### src/rtl/mc_ctrl_pkg.sv
// Shared encodings for the multicycle sequencer: opcodes, ALU codes, FSM states
// and the instruction classes produced by the opcode decoder.
package mc_ctrl_pkg;

  localparam logic [3:0] OP_JMP = 4'h0;
  localparam logic [3:0] OP_LD  = 4'h1;
  localparam logic [3:0] OP_ST  = 4'h2;
  localparam logic [3:0] OP_LI  = 4'h3;
  localparam logic [3:0] OP_ADD = 4'h4;
  localparam logic [3:0] OP_SUB = 4'h5;
  localparam logic [3:0] OP_AND = 4'h6;
  localparam logic [3:0] OP_OR  = 4'h7;
  localparam logic [3:0] OP_INV = 4'h8;
  localparam logic [3:0] OP_LSL = 4'h9;
  localparam logic [3:0] OP_LSR = 4'hA;
  localparam logic [3:0] OP_BEQ = 4'hB;
  localparam logic [3:0] OP_BNE = 4'hC;
  localparam logic [3:0] OP_SLT = 4'hF;

  localparam logic [3:0] ALU_PASSB = 4'b0000;
  localparam logic [3:0] ALU_AND   = 4'b0001;
  localparam logic [3:0] ALU_ADD   = 4'b0010;
  localparam logic [3:0] ALU_SUB   = 4'b0011;
  localparam logic [3:0] ALU_OR    = 4'b0100;
  localparam logic [3:0] ALU_INV   = 4'b0101;
  localparam logic [3:0] ALU_LSL   = 4'b0110;
  localparam logic [3:0] ALU_LSR   = 4'b0111;
  localparam logic [3:0] ALU_SLT   = 4'b1000;

  // ST_ERR is only reachable when the memory-wait timeout is built in
  typedef enum logic [2:0] {
    ST_FETCH  = 3'd0,
    ST_DECODE = 3'd1,
    ST_EXEC   = 3'd2,
    ST_MEM    = 3'd3,
    ST_WB     = 3'd4,
    ST_ERR    = 3'd5
  } state_t;

  typedef enum logic [2:0] {
    CL_JMP = 3'd0,
    CL_LD  = 3'd1,
    CL_ST  = 3'd2,
    CL_LI  = 3'd3,
    CL_ALU = 3'd4,
    CL_BEQ = 3'd5,
    CL_BNE = 3'd6,
    CL_ILL = 3'd7
  } opclass_t;

endpackage

### src/rtl/mc_ctrl_decode.sv
// Combinational opcode decoder: instruction class plus the static datapath
// selects (ALU op, B-operand source, write-back destination/source).
module mc_ctrl_decode
  import mc_ctrl_pkg::*;
#(
  parameter int OPC_W = 4
) (
  input  logic [OPC_W-1:0] opcode,
  output opclass_t         op_class,
  output logic [3:0]       alu_control,
  output logic             alu_b_sel,
  output logic             reg_write_dst,
  output logic             mem_to_reg
);

  always_comb begin
    op_class      = CL_ILL;
    alu_control   = ALU_PASSB;
    alu_b_sel     = 1'b0;
    reg_write_dst = 1'b0;
    mem_to_reg    = 1'b0;
    case (opcode)
      OPC_W'(OP_JMP): op_class = CL_JMP;
      OPC_W'(OP_LD): begin
        op_class      = CL_LD;
        alu_control   = ALU_ADD;
        reg_write_dst = 1'b1;
        mem_to_reg    = 1'b1;
      end
      OPC_W'(OP_ST): begin
        op_class    = CL_ST;
        alu_control = ALU_ADD;
      end
      OPC_W'(OP_LI): begin
        op_class      = CL_LI;
        alu_control   = ALU_ADD;
        reg_write_dst = 1'b1;
      end
      OPC_W'(OP_ADD): begin op_class = CL_ALU; alu_control = ALU_ADD; alu_b_sel = 1'b1; end
      OPC_W'(OP_SUB): begin op_class = CL_ALU; alu_control = ALU_SUB; alu_b_sel = 1'b1; end
      OPC_W'(OP_AND): begin op_class = CL_ALU; alu_control = ALU_AND; alu_b_sel = 1'b1; end
      OPC_W'(OP_OR):  begin op_class = CL_ALU; alu_control = ALU_OR;  alu_b_sel = 1'b1; end
      OPC_W'(OP_INV): begin op_class = CL_ALU; alu_control = ALU_INV; alu_b_sel = 1'b1; end
      OPC_W'(OP_LSL): begin op_class = CL_ALU; alu_control = ALU_LSL; alu_b_sel = 1'b1; end
      OPC_W'(OP_LSR): begin op_class = CL_ALU; alu_control = ALU_LSR; alu_b_sel = 1'b1; end
      OPC_W'(OP_SLT): begin op_class = CL_ALU; alu_control = ALU_SLT; alu_b_sel = 1'b1; end
      // Branches compare two registers by subtraction
      OPC_W'(OP_BEQ): begin op_class = CL_BEQ; alu_control = ALU_SUB; alu_b_sel = 1'b1; end
      OPC_W'(OP_BNE): begin op_class = CL_BNE; alu_control = ALU_SUB; alu_b_sel = 1'b1; end
      default:        op_class = CL_ILL;
    endcase
  end

endmodule

### src/rtl/multicycle_control.sv
// Multicycle FETCH/DECODE/EXEC/MEM/WB sequencer with req/ack memory handshakes.
// Define MC_CTRL_TIMEOUT_EN to add the memory-wait timeout and bus_err reporting.
module multicycle_control
  import mc_ctrl_pkg::*;
#(
  parameter int INSTR_W     = 16,
  parameter int OPC_W       = 4,
  parameter int FLAG_W      = 8,
  parameter int ZERO_IDX    = 1,
  parameter int TIMEOUT_CYC = 255
) (
  input  logic               clk,
  input  logic               rst,
  input  logic [INSTR_W-1:0] instr,
  input  logic [FLAG_W-1:0]  alu_flags,
  input  logic               imem_ack,
  input  logic               dmem_ack,
  output logic               imem_req,
  output logic               ir_load,
  output logic               pc_inc,
  output logic               pc_load,
  output logic [3:0]         alu_control,
  output logic               alu_b_sel,
  output logic               dmem_req,
  output logic               dmem_we,
  output logic               reg_write,
  output logic               reg_write_dst,
  output logic               mem_to_reg,
  output logic               illegal_op,
  output logic               bus_err
);

  state_t           state;
  logic [OPC_W-1:0] opc_q;
  logic [OPC_W-1:0] cur_opc;
  opclass_t         op_class;
  logic [3:0]       dec_alu;
  logic             dec_b_sel;
  logic             dec_rwd;
  logic             dec_m2r;
  logic             zero;
  logic             timed_out;
  logic             unused_ok;

  assign zero      = alu_flags[ZERO_IDX];
  assign unused_ok = ^{instr[INSTR_W-OPC_W-1:0], alu_flags};

  // The IR is valid from DECODE on; the opcode is held locally after that
  assign cur_opc = (state == ST_DECODE) ? instr[INSTR_W-1 -: OPC_W] : opc_q;

  mc_ctrl_decode #(.OPC_W(OPC_W)) u_decode (
    .opcode        (cur_opc),
    .op_class      (op_class),
    .alu_control   (dec_alu),
    .alu_b_sel     (dec_b_sel),
    .reg_write_dst (dec_rwd),
    .mem_to_reg    (dec_m2r)
  );

`ifdef MC_CTRL_TIMEOUT_EN
  logic [7:0] wait_cnt;
  assign timed_out = (wait_cnt == 8'(TIMEOUT_CYC - 1));
`else
  localparam int unused_timeout_cyc = TIMEOUT_CYC;
  assign timed_out = 1'b0;
`endif

  always_ff @(posedge clk or posedge rst) begin
    if (rst) begin
      state <= ST_FETCH;
      opc_q <= '0;
`ifdef MC_CTRL_TIMEOUT_EN
      wait_cnt <= 8'd0;
`endif
    end else begin
      case (state)
        ST_FETCH: begin
          if (imem_ack)       state <= ST_DECODE;
          else if (timed_out) state <= ST_ERR;
        end
        ST_DECODE: begin
          opc_q <= instr[INSTR_W-1 -: OPC_W];
          if (op_class == CL_JMP || op_class == CL_ILL) state <= ST_FETCH;
          else                                          state <= ST_EXEC;
        end
        ST_EXEC: begin
          case (op_class)
            CL_LD, CL_ST:   state <= ST_MEM;
            CL_LI, CL_ALU:  state <= ST_WB;
            default:        state <= ST_FETCH;
          endcase
        end
        ST_MEM: begin
          if (dmem_ack)       state <= (op_class == CL_LD) ? ST_WB : ST_FETCH;
          else if (timed_out) state <= ST_ERR;
        end
        default: state <= ST_FETCH;
      endcase
`ifdef MC_CTRL_TIMEOUT_EN
      // Counts un-acked request cycles; any state change restarts it at zero
      if ((state == ST_FETCH && !imem_ack) || (state == ST_MEM && !dmem_ack))
        wait_cnt <= timed_out ? 8'd0 : wait_cnt + 8'd1;
      else
        wait_cnt <= 8'd0;
`endif
    end
  end

  // Reset forces every strobe low even though the state already reads FETCH
  always_comb begin
    imem_req      = 1'b0;
    ir_load       = 1'b0;
    pc_inc        = 1'b0;
    pc_load       = 1'b0;
    alu_control   = ALU_PASSB;
    alu_b_sel     = 1'b0;
    dmem_req      = 1'b0;
    dmem_we       = 1'b0;
    reg_write     = 1'b0;
    reg_write_dst = 1'b0;
    mem_to_reg    = 1'b0;
    illegal_op    = 1'b0;
    bus_err       = 1'b0;
    if (!rst) begin
      case (state)
        ST_FETCH: begin
          imem_req = 1'b1;
          ir_load  = imem_ack;
          pc_inc   = imem_ack;
        end
        ST_DECODE: begin
          pc_load    = (op_class == CL_JMP);
          illegal_op = (op_class == CL_ILL);
        end
        ST_EXEC: begin
          alu_control = dec_alu;
          alu_b_sel   = dec_b_sel;
          if (op_class == CL_BEQ) pc_load = zero;
          if (op_class == CL_BNE) pc_load = !zero;
        end
        ST_MEM: begin
          dmem_req    = 1'b1;
          dmem_we     = (op_class == CL_ST);
          alu_control = dec_alu;
          alu_b_sel   = dec_b_sel;
        end
        ST_WB: begin
          reg_write     = 1'b1;
          reg_write_dst = dec_rwd;
          mem_to_reg    = dec_m2r;
        end
`ifdef MC_CTRL_TIMEOUT_EN
        ST_ERR: bus_err = 1'b1;
`endif
        default: ;
      endcase
    end
  end

endmodule

### config.mk
export PLATFORM = sky130hd
export DESIGN_NAME = multicycle_control
export DESIGN_NICKNAME = d
export VERILOG_FILES = /design/src/rtl/mc_ctrl_pkg.sv /design/src/rtl/mc_ctrl_decode.sv /design/src/rtl/multicycle_control.sv
export SDC_FILE = /design/constraint.sdc
export NUM_CORES = 1
export LEC_CHECK = 0
export ABC_AREA = 1
export CAP_MARGIN = 20
export CORE_MARGIN = 2
export CORE_UTILIZATION = 37
export DETAILED_ROUTE_END_ITERATION = 6
export GPL_ROUTABILITY_DRIVEN = 0
export PLACE_DENSITY_LB_ADDON = 0.05
export SLEW_MARGIN = 20
export SYNTH_ARGS = -nofsm -noshare
export SYNTH_HDL_FRONTEND = slang
export SYNTH_SLANG_ARGS = --single-unit
### constraint.sdc
create_clock -name clk -period 1.8 [get_ports clk]
set_input_delay 0.27 -clock clk [delete_from_list [all_inputs] [get_ports clk]]
set_output_delay 0.27 -clock clk [all_outputs]
set_load 0.1 [all_outputs]
==> run_results.csv <==
group,metric,value,unit
outcome,status,"finished, violations left",
outcome,violations,"setup timing",
global_routing,grt_max_degree,9,
power_and_ir_drop,p_seq_share,7.3,%
power_and_ir_drop,ir_drop,2.00,mV
synthesis,syn-num-nets,145,
timing,hold_viol_final,0,
floorplanning,initial_core_util,38.5,%
routing,routed_via_density,5.49,
final_layout,final_area,1830,sq um
final_layout,nets,213,
routing,avgRoutedWirePerCell,19.7,um
synthesis,avgSynthCellArea,6.40,sq um
worst_setup_path,crit_path_end_kind,"output port",
synthesis,syn_area,748,sq um
placed_design,io_buffers,23,
placed_design,place_area,1500,sq um
worst_setup_path,crit_fanout,6,
timing,slew_violations,0,
global_routing,grt_usage,28.6,%
floorplanning,die_w,49.0,um
clock_network,path_clk_slew,0.05,ns
routing,dr_total_vias,1159,
power_and_ir_drop,swShare,57.0,%
worst_setup_path,r2r_cells,12,
power_and_ir_drop,p_int,1.83,mW
worst_setup_path,startpoint,"state[2]",
timing,setup_slack,-0.407,ns
placed_design,dp_hpwl,2090,um
clock_network,clock-sinks,7,
floorplanning,dieHeight,49.0,um
synthesis,yosys_warnings,0,
timing,finalSetupViolCount,16,
synthesis,ys_types,26,
synthesis,synth_seq_area_share,23.4,%
power_and_ir_drop,p_clk_share,3.6,%
power_and_ir_drop,comb_power_share,89.0,%
global_routing,antenna_found_initial,0,
power_and_ir_drop,p_leak,0.814,nW
routing,dr.pass1.iters,6,
routing,drtIter0Drc,39,
timing,finalCriticalPeriod,2.21,ns
final_layout,diodes,0,
timing,rsz0062_at_grt,"yes",
clock_network,cts_tree,"built",
worst_setup_path,r2r-end,"state[2]",
floorplanning,fp.dieArea,2400,sq um
clock_network,htree_levels,1,
power_and_ir_drop,p_sw,2.42,mW
worst_setup_path,endpoint,"mem_to_reg",
synthesis,ys_ff_latch,7,
power_and_ir_drop,power.density,2320,nW/um^2
global_routing,grt_pass1_wl,5190,um
synthesis,synth_cells,117,
timing,hold_slack,0.573,ns
routing,drtAntennaViolNets,0,
clock_network,clockBufferDepth,2,
worst_setup_path,crit_arrival,1.94,ns
timing,fmax,453,MHz
final_layout,fin_cells,211,
worst_setup_path,reg2reg_from,"state[2]",
worst_setup_path,reg2reg_slack,0,ns
placed_design,dp.cells,193,
clock_network,clk_latency,0.27,ns
clock_network,cts-root-buf,"clkbuf_4",
worst_setup_path,critPathLaunchType,"flip-flop",
routing,remaining_drc_errors,0,
floorplanning,io_pins,44,
final_layout,drive_gt1_share,65.8,%
final_layout,areaGrowthSynthToFinish,144,%
final_layout,multi_input_area,749,sq um
global_routing,grt.overflow.total,0,
worst_setup_path,crit_type,"flip-flop to output port",
floorplanning,rows,16,
routing,drt-total-wl,4160,um
worst_setup_path,crit_required,1.53,ns
clock_network,cts_inserted_buffers,3,
final_layout,fillerInstances,58,
hold_path,min_path_type,"flip-flop to flip-flop",
floorplanning,core,1940,sq um
timing,fin_skew,0.00684,ns
global_routing,first_global_vias,1126,
flow_run,maxCapViolations,0,
timing,post-route-period-util,123,%
final_layout,ff_latch_area,176,sq um
==> cells in the final DEF, fill, tap and decap left out <==
| master | count |
|---|---|
| clkbuf_1 | 1 |
| inv_1 | 13 |
| dfrtp_1 | 6 |
| and3_4 | 1 |
| nand3_1 | 5 |
| o21ai_1 | 1 |
| nor2_1 | 3 |
| nand3_2 | 1 |
| nor4_1 | 1 |
| clkbuf_4 | 3 |
| o21ai_0 | 1 |
| a31oi_4 | 1 |
| nor3_4 | 3 |
| buf_4 | 34 |
| nand3_4 | 4 |
| inv_4 | 4 |
| nand2_2 | 9 |
| nor4_4 | 3 |
| clkdlybuf4s50_1 | 8 |
| nand2_4 | 9 |
| nor3_1 | 1 |
| nand2_1 | 13 |
| inv_2 | 5 |
| a21oi_2 | 2 |
| dfrtp_2 | 1 |
| buf_12 | 15 |
| o21ai_4 | 1 |
| conb_1 | 1 |
| nor2_4 | 10 |
| nor2_2 | 2 |
| a31oi_1 | 1 |
| a21oi_4 | 2 |
| buf_6 | 10 |
| o21ai_2 | 1 |
| nand4_1 | 8 |
==> power groups by stage <==
stage / combinational, mW / clock, mW / sequential (mW)
2_1_floorplan: 1.68 / 0 / 0.281
3_3_place_gp: 2.67 / 0 / 0.279
3_5_place_dp: 2.73 / 0 / 0.283
4_1_cts: 3.21 / 0.151 / 0.297
5_1_grt: 3.92 / 0.168 / 0.313
6_report: 3.78 / 0.154 / 0.312
==> worst min path at each step <==
| stage | start | endpoint | cells after the start |
|---|---|---|---|
| after floorplan | imem_ack | state[0] | 2 |
| after global placement | opc_q[1] | opc_q[1] | 2 |
| after detailed placement | opc_q[1] | opc_q[1] | 2 |
| after CTS | opc_q[1] | opc_q[1] | 2 |
| after global routing | opc_q[1] | opc_q[1] | 2 |
| final | opc_q[1] | opc_q[1] | 2 |
==> logic make-up after synthesis <==
group,after synthesis,share of synthesized area (%)
AND/OR/NAND/NOR,72,52.2
buffers and inverters,27,14.9
other,1,0.501
flip-flops,7,23.4
AO/OA/AOI/OAI,10,9.03
==> sequential cells by signal (all words and copies together), names as in the netlist <==
signal / count
state: 3
opc_q: 4
==> cell usage after synthesis <==
| cell | instances | share of area, % |
|---|---|---|
| nand3_2 | 1 | 1.3 |
| nand2_1 | 21 | 11 |
| inv_2 | 2 | 1.0 |
| a31oi_1 | 2 | 1.7 |
| buf_2 | 2 | 1.3 |
| o21ai_0 | 3 | 2.0 |
| nand4_1 | 8 | 6.7 |
| buf_4 | 2 | 2.0 |
| nor2_1 | 12 | 6.0 |
| nor2_2 | 1 | 0.84 |
| nor4_2 | 1 | 1.7 |
| a21oi_2 | 1 | 1.2 |
| clkbuf_1 | 1 | 0.50 |
| nand2_4 | 1 | 1.5 |
| nand2_2 | 9 | 7.5 |
| dfrtp_1 | 7 | 23 |
| conb_1 | 1 | 0.50 |
| a21oi_1 | 3 | 2.0 |
| nand3_4 | 1 | 2.3 |
| nand3_1 | 7 | 4.7 |
| nor2_4 | 2 | 3.0 |
| nor4_1 | 3 | 2.5 |
| o21ai_4 | 1 | 2.2 |
| nor3_1 | 4 | 2.7 |
| and3_1 | 1 | 0.84 |
| inv_1 | 20 | 10 |
==> critical path, cell delays in order, from the launching register on <==
cell     delay [ns]
dfrtp_1        0.41
inv_4          0.13
buf_6          0.12
nand4_1        0.14
nand2_4        0.17
nand2_4        0.08
buf_6          0.13
nor4_4         0.26
buf_12         0.22
==> area by class of cell <==
class / instances / share of cell area [%]
clock buffers: 4 / 1.44
repair buffers: 67 / 41.0
inverters: 22 / 5.07
multi-input cells: 84 / 41.0
well taps: 27 / 1.85
flip-flops and latches: 7 / 9.66
==> routing by layer <==
layer	track usage (%)	vias up	wire length [um]
met5	0	-	0
met4	13.8	0	173
met3	6.13	20	249
met2	53.9	67	2300
met1	29.7	556	1440
li1	-	516	-
==> stage by stage <==
| stage | setup TNS (ns) | worst slack [ns] | power, mW | util [%] |
|---|---|---|---|---|
| after CTS | -3.33 | -0.319 | 3.66 | 88.1 |
| after global routing | -5.07 | -0.477 | 4.40 | 94.1 |
| after floorplan | -4.24 | -0.589 | 1.96 | - |
| after detailed placement | -1.75 | -0.236 | 3.01 | 77.0 |
| final | -4.14 | -0.407 | 4.25 | 94.1 |
| after global placement | -1.51 | -0.211 | 2.94 | 77.0 |
==> what timing repair did <==
item                                    CTS  global route
endpoints found under the hold margin     0             0
hold buffers                              0             0
cloned                                    1             0
gates resized for setup                  32            24
pin swaps                                18            14
buffers inserted                          9             4
endpoints found under the setup margin   15            15
(Power assumes the default switching activity.)
